`config.mk`:
```
export PLATFORM = sky130hd
export DESIGN_NAME = pc_return_stack_flat
export DESIGN_NICKNAME = d
export VERILOG_FILES = /design/src/rtl/rat_pkg.sv /design/src/rtl/pc_return_stack_if.sv /design/src/rtl/stack_ram.sv /design/src/rtl/pc_return_stack.sv /design/src/flat_wrapper.sv
export SDC_FILE = /design/constraint.sdc
export NUM_CORES = 1
export LEC_CHECK = 0
export ABC_CLOCK_PERIOD_IN_PS = 7340
export BUFFER_PORTS_ARGS = -buffer_cell sky130_fd_sc_hd__buf_4
export CAP_MARGIN = 20
export CORE_MARGIN = 2
export CORE_UTILIZATION = 50
export CTS_CLUSTER_DIAMETER = 120
export CTS_CLUSTER_SIZE = 10
export DETAILED_ROUTE_END_ITERATION = 8
export PLACE_DENSITY = 0.64
export SLEW_MARGIN = 40
export SYNTH_ARGS = -nofsm -noshare
export SYNTH_HDL_FRONTEND = slang
export SYNTH_SLANG_ARGS = --single-unit
```
`constraint.sdc`:
```
create_clock -name clk -period 7.34 [get_ports clk]
set_clock_uncertainty 0.2 [all_clocks]
set_input_delay 0.734 -clock clk [delete_from_list [all_inputs] [get_ports clk]]
set_output_delay 0.734 -clock clk [all_outputs]
set_load 0.02 [all_outputs]
```
`src/rtl/rat_pkg.sv`:
```
// Shared definitions for the return-address stack and the PC source mux.
package rat_pkg;

  localparam int PC_W = 10;

  typedef enum logic [1:0] {
    SEL_IMMED  = 2'd0,
    SEL_STACK  = 2'd1,
    SEL_VECTOR = 2'd2
  } pc_mux_sel_e;

  localparam logic [PC_W-1:0] VECTOR_ADDR = 10'h3FF;

  typedef enum logic [1:0] {
    OP_NONE,
    OP_PUSH,
    OP_POP,
    OP_REPL
  } stack_op_e;

  // A simultaneous push/pop on an empty stack degrades to a plain push.
  function automatic stack_op_e decode_op(input logic push, input logic pop,
                                          input logic empty);
    stack_op_e op;
    op = OP_NONE;
    if (push && pop)  op = empty ? OP_PUSH : OP_REPL;
    else if (push)    op = OP_PUSH;
    else if (pop)     op = OP_POP;
    return op;
  endfunction

  function automatic logic [PC_W-1:0] pc_mux_next(input logic [1:0] sel,
                                                  input logic [PC_W-1:0] immed,
                                                  input logic [PC_W-1:0] from_stack);
    logic [PC_W-1:0] nxt;
    case (sel)
      SEL_IMMED:  nxt = immed;
      SEL_STACK:  nxt = from_stack;
      SEL_VECTOR: nxt = VECTOR_ADDR;
      default:    nxt = '0;
    endcase
    return nxt;
  endfunction

endpackage

```
`src/rtl/pc_return_stack_if.sv`:
```
// Control-unit side of the return-address stack: op requests in, stack status out.
interface pc_return_stack_if #(
  parameter int PC_W  = rat_pkg::PC_W,
  parameter int DEPTH = 32
);
  localparam int SPW = $clog2(DEPTH) + 1;

  logic            push;
  logic            pop;
  logic [PC_W-1:0] push_data;
  logic            sp_ld;
  logic [SPW-1:0]  sp_in;
  logic [PC_W-1:0] from_stack;
  logic [SPW-1:0]  sp;
  logic            empty;
  logic            full;
  logic            overflow;
  logic            underflow;

  modport master (
    output push, pop, push_data, sp_ld, sp_in,
    input  from_stack, sp, empty, full, overflow, underflow
  );

  modport slave (
    input  push, pop, push_data, sp_ld, sp_in,
    output from_stack, sp, empty, full, overflow, underflow
  );

endinterface

```
`src/rtl/stack_ram.sv`:
```
// Entry storage: one synchronous write port, one asynchronous read port.
module stack_ram #(
  parameter int WIDTH = rat_pkg::PC_W,
  parameter int DEPTH = 32
) (
  input  logic                     clk,
  input  logic                     we,
  input  logic [$clog2(DEPTH)-1:0] waddr,
  input  logic [WIDTH-1:0]         wdata,
  input  logic [$clog2(DEPTH)-1:0] raddr,
  output logic [WIDTH-1:0]         rdata
);

  logic [WIDTH-1:0] mem [DEPTH];

  always_ff @(posedge clk) begin
    if (we) mem[waddr] <= wdata;
  end

  assign rdata = mem[raddr];

endmodule

```
`src/rtl/pc_return_stack.sv`:
```
// Return-address stack: SP register, op decode, sticky flags and the
// zero-latency top-of-stack read path that feeds the PC mux.
module pc_return_stack #(
  parameter int PC_W  = rat_pkg::PC_W,
  parameter int DEPTH = 32
) (
  input logic              clk,
  input logic              rst,
  pc_return_stack_if.slave stk
);
  import rat_pkg::*;

  localparam int             AW     = $clog2(DEPTH);
  localparam int             SPW    = AW + 1;
  localparam logic [SPW-1:0] SP_MAX = SPW'(DEPTH);

  logic [SPW-1:0]  sp_q;
  logic            ovf_q;
  logic            unf_q;
  logic            empty;
  logic            full;
  stack_op_e       op;
  logic            wr_en;
  logic [AW-1:0]   wr_addr;
  logic [AW-1:0]   top_addr;
  logic [PC_W-1:0] rd_data;

  assign empty    = (sp_q == '0);
  assign full     = (sp_q == SP_MAX);
  assign op       = decode_op(stk.push, stk.pop, empty);
  assign top_addr = sp_q[AW-1:0] - AW'(1);

  // Reset and SP loads suppress the write so storage stays untouched.
  always_comb begin
    wr_en   = 1'b0;
    wr_addr = sp_q[AW-1:0];
    if (!rst && !stk.sp_ld) begin
      case (op)
        OP_PUSH: wr_en = !full;
        OP_REPL: begin
          wr_en   = 1'b1;
          wr_addr = top_addr;
        end
        default: wr_en = 1'b0;
      endcase
    end
  end

  always_ff @(posedge clk) begin
    if (rst) begin
      sp_q  <= '0;
      ovf_q <= 1'b0;
      unf_q <= 1'b0;
    end else if (stk.sp_ld) begin
      if (stk.sp_in > SP_MAX) begin
        sp_q  <= SP_MAX;
        ovf_q <= 1'b1;
      end else begin
        sp_q <= stk.sp_in;
      end
    end else begin
      case (op)
        OP_PUSH: begin
          if (full) ovf_q <= 1'b1;
          else      sp_q  <= sp_q + SPW'(1);
          // Only reachable with pop set when the stack was empty.
          if (stk.pop) unf_q <= 1'b1;
        end
        OP_POP: begin
          if (empty) unf_q <= 1'b1;
          else       sp_q  <= sp_q - SPW'(1);
        end
        default: sp_q <= sp_q;
      endcase
    end
  end

  stack_ram #(
    .WIDTH (PC_W),
    .DEPTH (DEPTH)
  ) u_ram (
    .clk   (clk),
    .we    (wr_en),
    .waddr (wr_addr),
    .wdata (stk.push_data),
    .raddr (top_addr),
    .rdata (rd_data)
  );

  assign stk.from_stack = empty ? '0 : rd_data;
  assign stk.sp         = sp_q;
  assign stk.empty      = empty;
  assign stk.full       = full;
  assign stk.overflow   = ovf_q;
  assign stk.underflow  = unf_q;

endmodule
```
`src/flat_wrapper.sv`:
```
// flat-port wrapper written by rule: the top's interface ports become plain ports
module pc_return_stack_flat import rat_pkg::*;
#(
  parameter int PC_W  = rat_pkg::PC_W,
  parameter int DEPTH = 32
)
  (clk, rst, stk_push, stk_pop, stk_push_data, stk_sp_ld, stk_sp_in, stk_from_stack, stk_sp, stk_empty, stk_full, stk_overflow, stk_underflow);
  pc_return_stack_if #(.PC_W(PC_W), .DEPTH(DEPTH)) stk_i ();
  input logic clk;
  input logic rst;
  input wire logic [$bits(stk_i.push)-1:0] stk_push;
  input wire logic [$bits(stk_i.pop)-1:0] stk_pop;
  input wire logic [$bits(stk_i.push_data)-1:0] stk_push_data;
  input wire logic [$bits(stk_i.sp_ld)-1:0] stk_sp_ld;
  input wire logic [$bits(stk_i.sp_in)-1:0] stk_sp_in;
  output wire logic [$bits(stk_i.from_stack)-1:0] stk_from_stack;
  output wire logic [$bits(stk_i.sp)-1:0] stk_sp;
  output wire logic [$bits(stk_i.empty)-1:0] stk_empty;
  output wire logic [$bits(stk_i.full)-1:0] stk_full;
  output wire logic [$bits(stk_i.overflow)-1:0] stk_overflow;
  output wire logic [$bits(stk_i.underflow)-1:0] stk_underflow;
  assign stk_i.push = stk_push;
  assign stk_i.pop = stk_pop;
  assign stk_i.push_data = stk_push_data;
  assign stk_i.sp_ld = stk_sp_ld;
  assign stk_i.sp_in = stk_sp_in;
  assign stk_from_stack = stk_i.from_stack;
  assign stk_sp = stk_i.sp;
  assign stk_empty = stk_i.empty;
  assign stk_full = stk_i.full;
  assign stk_overflow = stk_i.overflow;
  assign stk_underflow = stk_i.underflow;
  pc_return_stack #(.PC_W(PC_W), .DEPTH(DEPTH)) u_core (.clk(clk), .rst(rst), .stk(stk_i));
endmodule
```
; Yosys cells after proc, flatten, opt, wreduce, memory -nomap -nowiden
; Memory sizes are Yosys's and may differ from the RTL's.
; Cells that the tools add are included.
[totals]
in_bits = 21
mem_bits_rw = 320
word_cells = 54
output_inout_bits = 20
n_memories = 1
mem_bits_ro = 0
regBits = 8
latchBits = 0
[classes]
n_eq_ne = 9
n_mux = 23
bitwise_logic = 1
div = 0
n_addsub = 3
shifts = 0
magnitude_cmp = 1
multipliers = 0
reduce_logical = 13
[memory_table]
columns = memory, words, word_bits, rd, rd_ports_with_merged_regs, wr, line
row1 = u_core.u_ram.mem, 32, 10, 1, 0, 1, stack_ram.sv:14  ; logic [WIDTH-1:0] mem [DEPTH];
[op_table]
columns = op, count
row1 = two-way mux 6 bit, 4
row2 = case mux 6 bit (2 select lines), 1
row3 = two-way mux 10 bit, 1
row4 = two-way mux 5 bit, 2
row5 = two-way mux 1 bit, 9
row6 = two-way mux 2 bit, 4
row7 = adder 6 x 1 -> 6 bit (second input constant), 1
row8 = equality test 6 bit (second input constant), 1
row9 = > comparator 6 bit (second input constant), 1
row10 = zero test 6 bit, 1
row11 = inequality test 3 bit (second input constant), 2
row12 = AND reduction 3 bit, 2
row13 = nonzero test 2 bit, 3
row14 = subtractor 6 x 1 -> 6 bit (second input constant), 1
row15 = subtractor 5 x 1 -> 5 bit (second input constant), 1
row16 = equality test 2 bit (second input constant), 2
row17 = inequality test 2 x 1 -> 1 bit (second input constant), 2
row18 = case mux 1 bit (2 select lines), 2
row19 = AND reduction 4 bit, 1
row20 = zero test 1 bit, 3
row21 = nonzero test 3 bit, 1
row22 = equality test 2 x 1 -> 1 bit (second input constant), 1
row23 = logical AND 1 bit, 2
row24 = inequality test 2 bit (second input constant), 1
row25 = inverter 1 bit, 1

; Longest topological paths before layout
[depth]
depth_word = 8
depth_mapped = 11
mapped_depth_nobuf = 8

; Modules after synthesis
; A second synthesis with hierarchy kept.
[unflattened]
cells_unflattened = 840
hier_area_um2 = 13643.1
[by_module_without_submodules]
columns = module, seq_area_each_um2, cells_each, n_inst, area_each_um2
row1 = stack_ram, 9609.2, 723, 1, 12793.5
row2 = pc_return_stack, 160.2, 117, 1, 849.6

; Worst setup path before layout
; OpenSTA, ideal clock, no wires.
[synth_timing]
path_type = reg-to-output
from = register u_core.sp_q[0] (netlist: u_core.stk.sp[0])
to = output stk_from_stack[3]
stages_incl_launch_ff = 11
t_arrival_ns = 3.001
path_buffers = 4
required_time_ns = 6.406
setup_slack_ns = 3.405
path_cell_list = dfxtp_1 > buf_2 > clkbuf_1 > inv_1 > ha_1 > clkbuf_1 > clkbuf_1 > mux4_2 > o221a_2 > a21oi_1 > o211ai_1
[synth_between]
elab_chain_len = 3
word_cells_on_any_way = 4
classes_between = 1 x add/sub / 1 x mux / 1 x reduce/logical / 1 x memory
[synth_rtl]
columns = item, line
row1 = "start, declared", pc_return_stack.sv:17  ; logic [SPW-1:0] sp_q;
row2 = "start signal, assigned", pc_return_stack.sv:59  ; sp_q <= stk.sp_in;
row3 = "start signal, assigned", pc_return_stack.sv:65  ; else sp_q <= sp_q + SPW'(1);
row4 = "start signal, assigned", pc_return_stack.sv:71  ; else sp_q <= sp_q - SPW'(1);
row5 = subtractor 5 x 1 -> 5 bit, pc_return_stack.sv:31  ; assign top_addr = sp_q[AW-1:0] - AW'(1);
row6 = memory read (32 x 10 bit), n/a
row7 = two-way mux 10 bit (*), pc_return_stack.sv:90  ; assign stk.from_stack = empty ? '0 : rd_data;
row8 = "end, declared", flat_wrapper.sv:16  ; output wire logic [$bits(stk_i.from_stack)-1:0] stk_from_stack;
; Mark *: on every way between the ends. The rest lies on a longest branch, timed or not.

; Worst setup path after layout
[layout_timing]
from = register u_core.sp_q[0] (netlist: u_core.stk.sp[0])
to = output stk_from_stack[8]
; Same word-level chain as after synthesis.

==> flow_summary.yaml <==
final_layout:
  utilization_pct: 57.55
  n_fill_cell: 1969
  multi_input_area_sq_um: 3618
  nets: 793
  drive_gt1_share_pct: 32.64
  area_growth_pct: 13.72
  diodes: 0
  ff_latch_area_sq_um: 9774
min_path:
  hold_depth: 2
  hp-start: "rst"
  min_to: "u_core.stk.underflow$_SDFFE_PP0P_"
  hold_class: "in -> reg"
yosys:
  synth.largest_area_cell: "edfxtp_1"
  synth.avg_cell_area_sq_um: 19.13
  syn-cell-area_sq_um: 13530
  yosysUniqueCellTypes: 60
  yosys_warnings: 0
  synth.area.top_cells: "edfxtp_1 (71%), mux4_2 (13%), mux2_2 (1.5%)"
  synthCells: 707
  async_reset_ff_share_pct: 0
  netlist_top_cells_count: "edfxtp_1 (320), mux4_2 (80), nor2_1 (45)"
  synth.top_cell.area_share_pct: 71.05
  ys_ff_latch: 328
  synth_edf_count: 320
  synth_most_common_cell: "edfxtp_1"
  synth_fp_nets: 734
  ys_seq_area_share_pct: 72.23
  synth_ff_type: "edfxtp_1"
critical_path:
  path_class: "reg -> out"
  critical_path.top_delay_family: "buffers and inverters"
  critPathSlowestCell: "ha_4"
  timing.reg2reg.worst_path_depth: 7
  cp.arrival_ns: 4.27
  critPathMaxStageDelay_ns: 0.76
  r2r_start: "u_core.stk.sp[0]$_SDFFE_PP0P_"
  r2r_slack_ns: 3.05
  worstReg2RegEnd: "u_core.u_ram.mem[17][1]$_DFFE_PP_"
  crit_cells: 8
  crit_path_frequent_cell: "buf_4"
  cp_max_fo: 44
  crit_path_end_kind: "output pin"
  worst-path-buf-inv: 3
  critical_path.startpoint_type: "flop"
  path_cells: "inv_1 > ha_4 > buf_4 > mux4_2 > o22ai_1 > a21oi_1 > a32o_1 > buf_4"
  worstPathRequired_ns: 6.41
route:
  finalWirelength_um: 30400
  routed_via_density: 6.347
  routed-via-count: 7064
  drtPass1Iterations: 5
  antenna_left: 0
  drc: 0
  drtIter0Drc: 752
  wl_per_cell_um: 27.31
clock_tree:
  cts_setup_buffers: 0
  cts_tree: "yes"
  clock-sinks: 328
  cts_root_buf: "clkbuf_16"
  cts_buffer_depth: 3
  holdBufCountCts: 0
  cts_resized: 0
  cts_buffers: 38
  clk_latency_ns: 0.52
  h-tree-depth: 2
  path_clk_slew_ns: 0.06
power_and_ir_drop:
  switching_share_pct: 25.78
  internal_power_mw: 3.388
  p_leak_nw: 4.831
  p_clk_share_pct: 35.8
  powerDensity_nw_per_um2: 296.8
  seq_power_share_pct: 46.0
  p_sw_mw: 1.177
  vdd_drop_max_mv: 0.1537
  combPwrFrac_pct: 18.2
sta:
  period_minus_slack_ns: 5.199
  relSlewSlack_pct: 48.57
  tns_ns: 0
  finalCritPeriodShare_pct: 70.83
  drv_slew: 0
  setup_viol: 0
  timing.fmax_ghz: 0.1923
  worst_pin_slew_ns: 0.7706
  whs_ns: 0.2243
  grt_setup_unrepaired: "false"
  hold_viol_final: 0
  setup_slack_ns: 2.141
global_route:
  grt_usage_pct: 22.32
  antenna_found_initial: 0
  grt-ovfl-total: 0
  first_global_vias: 7331
  grt_first_pass_wirelength_um: 46160
  grt_max_degree: 45
die:
  rows: 60
  die_y_um: 168.5
  coreArea_sq_um: 26730
  ioPinCount: 41
  dieWidth_um: 168.5
  die_area_sq_um: 28380
  start_util_pct: 50.61
job:
  drv_cap: 0
outcome:
  status: "finished clean"
placement:
  dp_slack_ns: 2.622
  place_hpwl_um: 18220
  gp_congestion: 0.8142
  port_buffers: 40
-- worst max-delay path by stage --
stage / start / endpoint
6_report: u_core.stk.sp[0]$_SDFFE_PP0P_ / stk_from_stack[8]
3_5_place_dp: u_core.stk.sp[0]$_SDFFE_PP0P_ / stk_from_stack[8]
4_1_cts: u_core.stk.sp[0]$_SDFFE_PP0P_ / stk_from_stack[8]
5_1_grt: u_core.stk.sp[0]$_SDFFE_PP0P_ / stk_from_stack[8]
3_3_place_gp: u_core.stk.sp[0]$_SDFFE_PP0P_ / stk_from_stack[8]
2_1_floorplan: u_core.stk.sp[0]$_SDFFE_PP0P_ / stk_from_stack[3]
-- layer usage --
layer / track usage [%] / vias up / routed length [um]
met1: 30.21 / 3742 / 12340
met5: 0 / - / 0
li1: - / 3019 / -
met4: 5.847 / 0 / 618
met3: 4.583 / 46 / 2246
met2: 37.52 / 257 / 15200
-- layout by cell type (no fill, tap or decap), drive strengths merged, types with 3 or more instances in the layout --
| cell type | instances |
|---|---|
| edfxtp | 320 |
| mux4 | 80 |
| buf | 59 |
| nor2 | 45 |
| clkbuf | 44 |
| nand2 | 22 |
| a21oi | 18 |
| mux2 | 18 |
| o21ai | 16 |
| inv | 15 |
| o211ai | 14 |
| nand3 | 12 |
| o22a | 10 |
| o221a | 10 |
| nor3 | 8 |
| dfxtp | 8 |
| mux2i | 6 |
| and3 | 6 |
| ha | 5 |
| nand2b | 4 |
| xnor2 | 4 |
| nor3b | 3 |
| nor2b | 3 |
| a21o | 3 |
| a22oi | 3 |
| o21a | 3 |
-- sequential cells by signal (all words and copies together), names as in the netlist --
register and count:
u_core.stk.underflow 1, u_core.u_ram.mem 320, u_core.stk.sp 6, u_core.stk.overflow 1
-- cells by family after synthesis --
logic type	Yosys count	share of synthesized area, %
compound gates	96	5.550
xor+xnor	6	0.3885
fa+ha+maj	6	0.6106
buf+inv	53	1.767
flops	328	72.23
mux	104	15.36
simple gates	114	4.098
-- final cells by class --
class	instances	area share (%)
Sequential cell	328	63.55
Multi-Input combinational cell	326	23.53
Clock buffer	44	6.532
Timing Repair Buffer	59	3.116
Tap cell	341	2.774
Inverter	13	0.3173
Clock inverter	2	0.1871
-- through the flow --
step | instance area [sq um] | power [mW] | cells
floorplan | 13530 | 2.666 | 707
global placement | 14240 | 2.941 | 1065
detailed placement | 14340 | 2.969 | 1067
CTS | 15380 | 4.594 | 1113
global route | 15380 | 4.724 | 1113
finish | 15380 | 4.565 | 1113
-- power by group through the flow --
stage / clock network, mW / logic [mW] / registers [mW]
final: 1.64 / 0.829 / 2.10
after global placement: 0 / 0.794 / 2.15
after floorplan: 0 / 0.545 / 2.12
after detailed placement: 0 / 0.831 / 2.14
after global routing: 1.74 / 0.883 / 2.10
after CTS: 1.66 / 0.834 / 2.10
No activity file was read; power rests on OpenSTA's default activity.
